### src/rtl/pipe_pkg.sv
// Shared constants for the inter-stage pipeline registers: control bit
// positions, the safe control value and the payload field layout.
package pipe_pkg;

  localparam int unsigned DATA_W_DEFAULT = 160;
  localparam int unsigned CTRL_W_DEFAULT = 3;

  localparam int unsigned CTRL_WR_REG_N = 0;
  localparam int unsigned CTRL_WR_CSR_N = 1;
  localparam int unsigned CTRL_FLUSH    = 2;

  localparam logic [2:0] CTRL_SAFE_DEFAULT = 3'b011;

  // Payload layout shared by the ID/EX, EX/MEM and MEM/WB instances
  localparam int unsigned FIELD_W  = 32;
  localparam int unsigned OFS_PC   = 0;
  localparam int unsigned OFS_PC4  = 32;
  localparam int unsigned OFS_OP_A = 64;
  localparam int unsigned OFS_OP_B = 96;
  localparam int unsigned OFS_IMM  = 128;

  typedef struct packed {
    logic [FIELD_W-1:0] imm;
    logic [FIELD_W-1:0] op_b;
    logic [FIELD_W-1:0] op_a;
    logic [FIELD_W-1:0] pc4;
    logic [FIELD_W-1:0] pc;
  } stage_payload_t;

endpackage

### src/rtl/pipe_slot.sv
// One pipeline slot: valid flag plus payload and control registers.
// Clear beats hold, hold beats load; data is kept when the slot empties.
module pipe_slot
  import pipe_pkg::*;
#(
  parameter int unsigned        DATA_W    = DATA_W_DEFAULT,
  parameter int unsigned        CTRL_W    = CTRL_W_DEFAULT,
  parameter logic [CTRL_W-1:0]  CTRL_SAFE = CTRL_W'(CTRL_SAFE_DEFAULT)
) (
  input  logic              clk,
  input  logic              rst_n,
  input  logic              load,
  input  logic              clear,
  input  logic              hold,
  input  logic [DATA_W-1:0] ld_data,
  input  logic [CTRL_W-1:0] ld_ctrl,
  output logic              valid,
  output logic [DATA_W-1:0] data,
  output logic [CTRL_W-1:0] ctrl
);

  always_ff @(posedge clk) begin
    if (!rst_n) begin
      valid <= 1'b0;
      data  <= '0;
      ctrl  <= CTRL_SAFE;
    end else if (clear) begin
      valid <= 1'b0;
      ctrl  <= CTRL_SAFE;
    end else if (!hold && load) begin
      valid <= 1'b1;
      data  <= ld_data;
      ctrl  <= ld_ctrl;
    end
  end

endmodule

### src/rtl/pipe_stage_reg.sv
// Handshaked pipeline stage register with optional two-entry skid buffer,
// separate hold / bubble / flush controls and a safe control value when empty.
module pipe_stage_reg
  import pipe_pkg::*;
#(
  parameter int unsigned        DATA_W    = DATA_W_DEFAULT,
  parameter int unsigned        CTRL_W    = CTRL_W_DEFAULT,
  parameter logic [CTRL_W-1:0]  CTRL_SAFE = CTRL_W'(CTRL_SAFE_DEFAULT),
  parameter bit                 SKID      = 1'b1
) (
  input  logic              clk,
  input  logic              rst_n,
  input  logic              hold,
  input  logic              bubble,
  input  logic              flush,
  input  logic              in_valid,
  output logic              in_ready,
  input  logic [DATA_W-1:0] in_data,
  input  logic [CTRL_W-1:0] in_ctrl,
  output logic              out_valid,
  input  logic              out_ready,
  output logic [DATA_W-1:0] out_data,
  output logic [CTRL_W-1:0] out_ctrl,
  output logic [1:0]        count
);

  logic              head_valid;
  logic [DATA_W-1:0] head_data;
  logic [CTRL_W-1:0] head_ctrl;
  logic              skid_valid;
  logic [DATA_W-1:0] skid_data;
  logic [CTRL_W-1:0] skid_ctrl;

  logic              open_c;
  logic              accept;
  logic              emit;
  logic              head_load;
  logic              head_clear;
  logic              skid_load;
  logic              skid_clear;
  logic [DATA_W-1:0] head_ld_data;
  logic [CTRL_W-1:0] head_ld_ctrl;

  // Reset also masks the output so a reset never looks like an emit
  assign open_c    = rst_n & ~hold & ~bubble & ~flush;
  assign out_valid = rst_n & head_valid & ~hold;
  assign out_ctrl  = out_valid ? head_ctrl : CTRL_SAFE;
  assign out_data  = head_data;
  assign accept    = in_valid & in_ready;
  assign emit      = out_valid & out_ready;
  assign count     = 2'(head_valid) + 2'(skid_valid);

  // Slot steering: skid refills head first, otherwise new beats go to head if it frees up
  always_comb begin
    head_load    = 1'b0;
    head_clear   = 1'b0;
    skid_load    = 1'b0;
    skid_clear   = 1'b0;
    head_ld_data = in_data;
    head_ld_ctrl = in_ctrl;
    if (emit && skid_valid) begin
      head_load    = 1'b1;
      head_ld_data = skid_data;
      head_ld_ctrl = skid_ctrl;
      skid_clear   = 1'b1;
    end else if (accept && (!head_valid || emit)) begin
      head_load = 1'b1;
    end else if (accept) begin
      skid_load = 1'b1;
    end else if (emit) begin
      head_clear = 1'b1;
    end
  end

  pipe_slot #(
    .DATA_W    (DATA_W),
    .CTRL_W    (CTRL_W),
    .CTRL_SAFE (CTRL_SAFE)
  ) u_head (
    .clk     (clk),
    .rst_n   (rst_n),
    .load    (head_load),
    .clear   (flush | head_clear),
    .hold    (hold),
    .ld_data (head_ld_data),
    .ld_ctrl (head_ld_ctrl),
    .valid   (head_valid),
    .data    (head_data),
    .ctrl    (head_ctrl)
  );

  if (SKID) begin : g_skid
    pipe_slot #(
      .DATA_W    (DATA_W),
      .CTRL_W    (CTRL_W),
      .CTRL_SAFE (CTRL_SAFE)
    ) u_skid (
      .clk     (clk),
      .rst_n   (rst_n),
      .load    (skid_load),
      .clear   (flush | skid_clear),
      .hold    (hold),
      .ld_data (in_data),
      .ld_ctrl (in_ctrl),
      .valid   (skid_valid),
      .data    (skid_data),
      .ctrl    (skid_ctrl)
    );
    // Depends only on registered skid occupancy, not on out_ready
    assign in_ready = open_c & ~skid_valid;
  end else begin : g_no_skid
    logic unused_skid_c;
    assign skid_valid    = 1'b0;
    assign skid_data     = '0;
    assign skid_ctrl     = CTRL_SAFE;
    assign unused_skid_c = skid_load ^ skid_clear;
    assign in_ready      = open_c & (~head_valid | out_ready);
  end

endmodule

### config.mk
export PLATFORM = sky130hd
export DESIGN_NAME = pipe_stage_reg
export DESIGN_NICKNAME = d
export VERILOG_FILES = /design/src/rtl/pipe_pkg.sv /design/src/rtl/pipe_slot.sv /design/src/rtl/pipe_stage_reg.sv
export SDC_FILE = /design/constraint.sdc
export NUM_CORES = 1
export LEC_CHECK = 0
export BUFFER_PORTS_ARGS = -buffer_cell sky130_fd_sc_hd__buf_2
export CAP_MARGIN = 20
export CORE_AREA = 3 3 174 209
export DETAILED_ROUTE_END_ITERATION = 16
export DIE_AREA = 0 0 177 212
export GPL_ROUTABILITY_DRIVEN = 0
export GPL_TIMING_DRIVEN = 0
export HOLD_SLACK_MARGIN = 0.08
export SYNTH_ARGS = -nofsm -noshare
export SYNTH_HDL_FRONTEND = slang
export SYNTH_SLANG_ARGS = --single-unit
### constraint.sdc
create_clock -name clk -period 3.05 [get_ports clk]
set_input_delay 0.1525 -clock clk [delete_from_list [all_inputs] [get_ports clk]]
set_output_delay 0.1525 -clock clk [all_outputs]
set_load 0.05 [all_outputs]
==> flow_metrics.py, run 1 <==
metrics = {
    "critical_path": {
        "crit_required_ns": 2.90,
        "critPathBufInv": 4,
        "arrival_ns": 2.17,
        "path_max_fanout": 10,
        "crit_family": "buffers and inverters",
        "path_cells": "buf_2 > clkbuf_1 > clkbuf_1 > nand2_1 > or2_2 > buf_2",
        "path_class": "input pin to output port",
        "setup.worst_path.start": "rst_n",
        "crit_path_end_kind": "output port",
        "cpPeakStageDelay_ns": 0.74,
        "startpoint_type": "input pin",
        "r2r_start": "u_head.valid",
        "cpMaxStageDelayCell": "clkbuf_1",
    },
    "clock_network": {
        "clockRootBuffer": "clkbuf_16",
        "clock_latency_ns": 0.53,
        "path_clk_slew_ns": 0.06,
        "cts_sinks": 328,
        "cts_buffers": 36,
        "htree_levels": 2,
        "cts_resized": 0,
        "cts_max_path_buffers": 3,
        "tritoncts": "built",
    },
    "global_route": {
        "grt_max_degree": 15,
        "grt_pass1_vias": 12200,
        "overflow": 0,
        "antenna_found_initial": 4,
        "grt_pass1_wl_mm": 65.1,
        "grt_use_total_pct": 21.4,
    },
    "floorplanning": {
        "coreArea_um2": 34400,
        "dieArea_um2": 37500,
        "boundaryPins": 337,
        "start_util_pct": 40.0,
        "num_rows": 74,
        "die_w_um": 177,
        "die_h_um": 212,
    },
    "synthesis": {
        "yosys.area.top_type": "dfxtp_1",
        "seq_area_frac_synth_pct": 47.8,
        "ys_types": 29,
        "synth_area_leaders": "dfxtp_1 48%, nand2_1 13%, mux2i_1 12%, o211a_1 12%, a21boi_0 5.1%",
        "syn-num-nets": 1628,
        "syn_area_per_cell_um2": 9.42,
        "syn-cell-area_um2": 13700,
        "yosys_warnings": 0,
        "syn-instance-count": 1457,
        "yosysTopAreaCellShare_pct": 47.8,
        "ys_seq_elements": 328,
    },
    "layout": {
        "seq_area_um2": 6570,
        "drive_above_1_share_pct": 23.9,
        "nFillCells": 3113,
        "finish.utilization_pct": 54.7,
        "nets": 2166,
        "area_delta_synth_final_pct": 36.9,
        "final_cells": 2475,
        "multi_input_area_um2": 6500,
    },
    "detailed_routing": {
        "wl_per_cell_um": 16.7,
        "drt-total-wl_mm": 41.2,
        "vias": 12100,
        "vias_per_cell": 4.90,
        "route.detailed.drc": 0,
        "ant_nets": 0,
        "drt-initial-drc-count": 488,
        "firstDrtPassIters": 5,
    },
    "min_path": {
        "holdCritStartpoint": "flush",
        "min_path_type": "input pin to flip-flop",
    },
    "timing": {
        "max_freq_ghz": 0.431,
        "tightest_slew_ns": 0.914,
        "holdWs_ns": 0.112,
        "fin_setup_tns_ns": 0,
        "hold_viol_final": 0,
        "max_slew_margin_pct": 39.1,
        "fin_crit_sh_pct": 76.0,
        "setup_violations": 0,
        "rsz0062_at_grt": "no",
        "slew_viol_final": 0,
        "clock-skew-final_ns": 0.0147,
        "fin_crit_ns": 2.32,
    },
    "placement": {
        "post-dp-hpwl_mm": 29.4,
        "post-place-cells": 2249,
        "io_buffers": 336,
    },
    "pwr": {
        "power.switching_uw": 2040,
        "powerDensity_nw_per_um2": 492,
        "ir_drop_mv": 0.369,
        "power_uw": 9250,
        "p_leak_uw": 0.0107,
        "pwr-share-clk_pct": 46.7,
        "power_frac_comb_pct": 6.7,
        "power_switching_share_pct": 22.1,
        "seqPwrFrac_pct": 46.6,
        "p_int_uw": 7200,
    },
    "run_status": {
        "status": "finished clean",
    },
    "flow_run": {
        "drv_cap": 0,
    },
}
-- layout make-up --
cell class | instances | share of cell area, %
diodes | 1 | 0.0133
plain buffers | 124 | 3.45
clock buffers | 52 | 5.65
clock inverters | 9 | 0.553
inverters | 3 | 0.0599
multi-input cells | 1002 | 34.6
flip-flops and latches | 328 | 34.9
well taps | 456 | 3.04
repair buffers | 500 | 17.7
-- cells in the mapped netlist --
master,count
mux2i_1,163
inv_1,3
o211a_1,160
dfxtp_1,328
nor2b_1,3
mux2_1,1
a21boi_1,69
nor2_4,1
a41oi_1,1
clkbuf_1,39
o21ai_0,1
a221o_1,1
buf_2,56
and3_1,1
nand2_1,492
nor4b_4,1
ha_1,1
nor4_1,1
buf_4,28
or2_2,3
nand4_1,1
buf_6,1
nand3_1,2
a21oi_2,1
a211o_1,1
o211ai_1,2
a21boi_0,94
nand2b_1,1
nand3_2,1
-- repair_timing --
action | CTS | global route
buffers inserted | 0 | 0
endpoints found under the hold margin | 326 | 0
hold buffers | 164 | 0
-- tightest hold or removal path, delay by kind of cell --
| family | cells | cell delay (ns) |
|---|---|---|
| AND/OR/NAND/NOR | 3 | 0.31 |
| buffers and inverters | 1 | 0.14 |
-- layout by cell type (no fill, tap or decap), types with 2 or more instances in the layout --
master         synthesis  final
clkbuf_16              0     37
clkbuf_8               0      8
nand2_1              492    492
dfxtp_1              328    328
clkinvlp_4             0      2
clkinv_2               0      4
or2_2                  3      3
dlygate4sd3_1          0    164
nand3_1                2      2
nor2b_1                3      3
o211a_1              160    160
clkbuf_1              39     46
buf_2                 56    392
a21boi_1              69     69
inv_1                  3      3
o211ai_1               2      2
buf_4                 28     28
bufinv_16              0      2
a21boi_0              94     94
mux2i_1              163    163
-- cell families after synthesis --
kind of cell	count (synthesis)	share of synthesized area, %
buffers and inverters	127	4.80
AND/OR/NAND/NOR	507	14.3
multiplexers	164	12.0
AO/OA/AOI/OAI	330	21.0
flip-flops	328	47.8
adder cells (fa/ha/maj)	1	0.0911
-- layer usage --
layer / vias up / track usage, % / share of wire [%]
met4: 6 / 6.29 / 2.6
li1: 6071 / - / -
met5: - / 0 / 0.087
met2: 285 / 37.1 / 48
met3: 74 / 6.15 / 6.4
met1: 5697 / 26.0 / 43
-- stage by stage --
stage / cell area [um2] / setup WS (ns)
3_3_place_gp: 16000 / 0.717
2_1_floorplan: 13700 / 0.707
5_1_grt: 18800 / 0.520
4_1_cts: 18800 / 0.715
3_5_place_dp: 16000 / 0.721
6_report: 18800 / 0.732
-- sequential cells by signal, indices dropped and copies added, names as in the netlist --
register	flops
g_skid.u_skid.valid	1
g_skid.u_skid.ctrl	3
u_head.valid	1
g_skid.u_skid.data	160
u_head.data	160
u_head.ctrl	3
-- final timing paths --
kind,depth (start not counted),slack (ns),endpoint
max,6,0.73,out_ctrl[0]
min,4,0.11,g_skid.u_skid.ctrl[0]
max reg2reg,7,0.75,u_head.data[93]
min reg2reg,2,0.45,g_skid.u_skid.data[140]
-- power by group through the flow --
| stage | Combinational, uW | Clock [uW] | Sequential [uW] |
|---|---|---|---|
| global placement | 445 | 0 | 4400 |
| detailed placement | 447 | 0 | 4400 |
| finish | 619 | 4320 | 4310 |
| global route | 673 | 4580 | 4310 |
| floorplan | 170 | 0 | 4460 |
| CTS | 620 | 4420 | 4310 |
(Power assumes the default switching activity.)
==> run 2: changes to the inputs <==
==> constraint.sdc (replaced) <==
create_clock -name clk -period 2.12 [get_ports clk]
set_input_delay 0.106 -clock clk [delete_from_list [all_inputs] [get_ports clk]]
set_output_delay 0.106 -clock clk [all_outputs]
set_load 0.05 [all_outputs]
==> flow_metrics.py, run 2 (synthesis results as in run 1) <==
metrics = {
    "run_status": {
        "status": "finished clean",
    },
    "detailed_routing": {
        "wl_per_cell_um": 16.4,
        "vias": 12100,
        "drt-initial-drc-count": 654,
        "drt-total-wl_mm": 40.7,
        "ant_nets": 0,
        "vias_per_cell": 4.89,
        "route.detailed.drc": 0,
        "firstDrtPassIters": 5,
    },
    "floorplanning": {
        "die_h_um": 212,
        "coreArea_um2": 34400,
        "boundaryPins": 337,
        "die_w_um": 177,
        "num_rows": 74,
        "start_util_pct": 40.0,
        "dieArea_um2": 37500,
    },
    "critical_path": {
        "path_cells": "nor2b_2 > nand4_1 > buf_4 > buf_4 > mux2i_1 > nand2_1 > o211a_1",
        "path_class": "flip-flop to flip-flop",
        "startpoint_type": "flip-flop",
        "cpMaxStageDelayCell": "dfxtp_2",
        "path_max_fanout": 10,
        "crit_path_end_kind": "flip-flop",
        "cpPeakStageDelay_ns": 0.39,
        "crit_path_frequent_cell": "buf_4",
        "arrival_ns": 2.39,
        "crit_required_ns": 2.52,
    },
    "pwr": {
        "powerDensity_nw_per_um2": 694,
        "power_switching_share_pct": 22.0,
        "seqPwrFrac_pct": 47.5,
        "ir_drop_mv": 0.725,
        "p_leak_uw": 0.0107,
        "pwr-share-clk_pct": 45.7,
        "p_int_uw": 10200,
        "power_frac_comb_pct": 6.9,
        "power_uw": 13100,
        "power.switching_uw": 2880,
    },
    "layout": {
        "area_delta_synth_final_pct": 37.0,
        "final_cell_mix": "492 x nand2_1, 387 x buf_2, 327 x dfxtp_1",
        "final_cells": 2479,
        "final_common_cell": "nand2_1",
        "finish.utilization_pct": 54.7,
        "drive_above_1_share_pct": 23.8,
        "top_regs": "g_skid.u_skid.data: 160 flops, u_head.data: 160 flops",
        "nets": 2171,
    },
    "clock_network": {
        "cts_sinks": 328,
        "clock_latency_ns": 0.53,
        "clockRootBuffer": "clkbuf_16",
        "cts_max_path_buffers": 3,
        "path_clk_slew_ns": 0.06,
        "cts_buffers": 36,
        "tritoncts": "built",
        "htree_levels": 2,
    },
    "timing": {
        "clock-skew-final_ns": 0.0157,
        "max_slew_margin_pct": 45.1,
        "hold_viol_final": 0,
        "setup_violations": 0,
        "fin_setup_tns_ns": 0,
        "tightest_slew_ns": 0.824,
        "slew_viol_final": 0,
        "fin_crit_ns": 1.99,
        "max_freq_ghz": 0.503,
        "fin_crit_sh_pct": 93.8,
    },
    "global_route": {
        "use_met2_pct": 36.0,
        "grt-busiest-layer": "met2",
        "grt_pass1_wl_mm": 64.0,
        "antenna_found_initial": 1,
        "overflow": 0,
        "grtUsageMet3_pct": 5.13,
        "grtUsageMet1_pct": 25.6,
        "grt_max_degree": 13,
        "grt_pass1_vias": 12300,
        "grt_use_total_pct": 20.9,
    },
    "flow_run": {
        "drv_cap": 0,
    },
    "min_path": {
        "min_path_type": "input pin to flip-flop",
    },
    "placement": {
        "post-dp-hpwl_mm": 28.8,
        "post-place-cells": 2249,
        "io_buffers": 336,
    },
}
-- run 2: repair_timing --
item,4_1_cts,5_1_grt
setup buffers,0,3
endpoints found under the hold margin,327,0
pin swaps,0,1
setup endpoints to repair,165,155
hold buffers,166,0
resized for setup,6,8
-- run 2: path summary, 6_finish.rpt --
path / startpoint / endpoint / slack, ns / cells after the start
setup / recovery: u_head.valid / u_head.data[13] / 0.13 / 7
hold / removal: hold / u_head.valid / 0.19 / 3
setup reg to reg: u_head.valid / u_head.data[13] / 0.13 / 7
hold reg to reg: g_skid.u_skid.data[129] / g_skid.u_skid.data[129] / 0.45 / 2
-- run 2: per-stage QoR --
step	setup WS [ns]	hold slack [ns]	area, um2
detailed placement	-0.230	0.342	16000
CTS	0.0267	0.164	18800
global route	-0.000247	0.220	18800
floorplan	0.448	0.228	13700
global placement	-0.235	0.339	16000
finish	0.132	0.188	18800
-- run 2: area by class of cell --
type | count | area (um2)
sequential | 328 | 6570
clock buffer | 57 | 1060
clock inverter | 3 | 40.0
inverter | 3 | 11.3
antenna | 1 | 2.50
buffer | 124 | 671
tap | 456 | 571
timing repair buffer | 505 | 3370
fill | 3183 | 15500
multi-input combinational | 1002 | 6520
-- run 2: worst max-delay path, delay by kind of cell (launching register included) --
kind            cells  cell delay [ns]
compound gates      1             0.13
simple gates        3             0.55
buf+inv             2             0.52
flops               1             0.39
mux                 1             0.28
-- run 2: power groups by stage --
stage / logic, uW / clock network, uW / registers, uW
6_report: 899 / 5960 / 6200
5_1_grt: 972 / 6340 / 6200
4_1_cts: 900 / 6120 / 6200
3_5_place_dp: 648 / 0 / 6330
3_3_place_gp: 643 / 0 / 6330
2_1_floorplan: 245 / 0 / 6410
-- run 2: metal layers --
metal	part of all wire, %	routed length (um)
met1	43	17700
met2	48	19400
met3	6.1	2470
met4	2.8	1140
met5	0	0
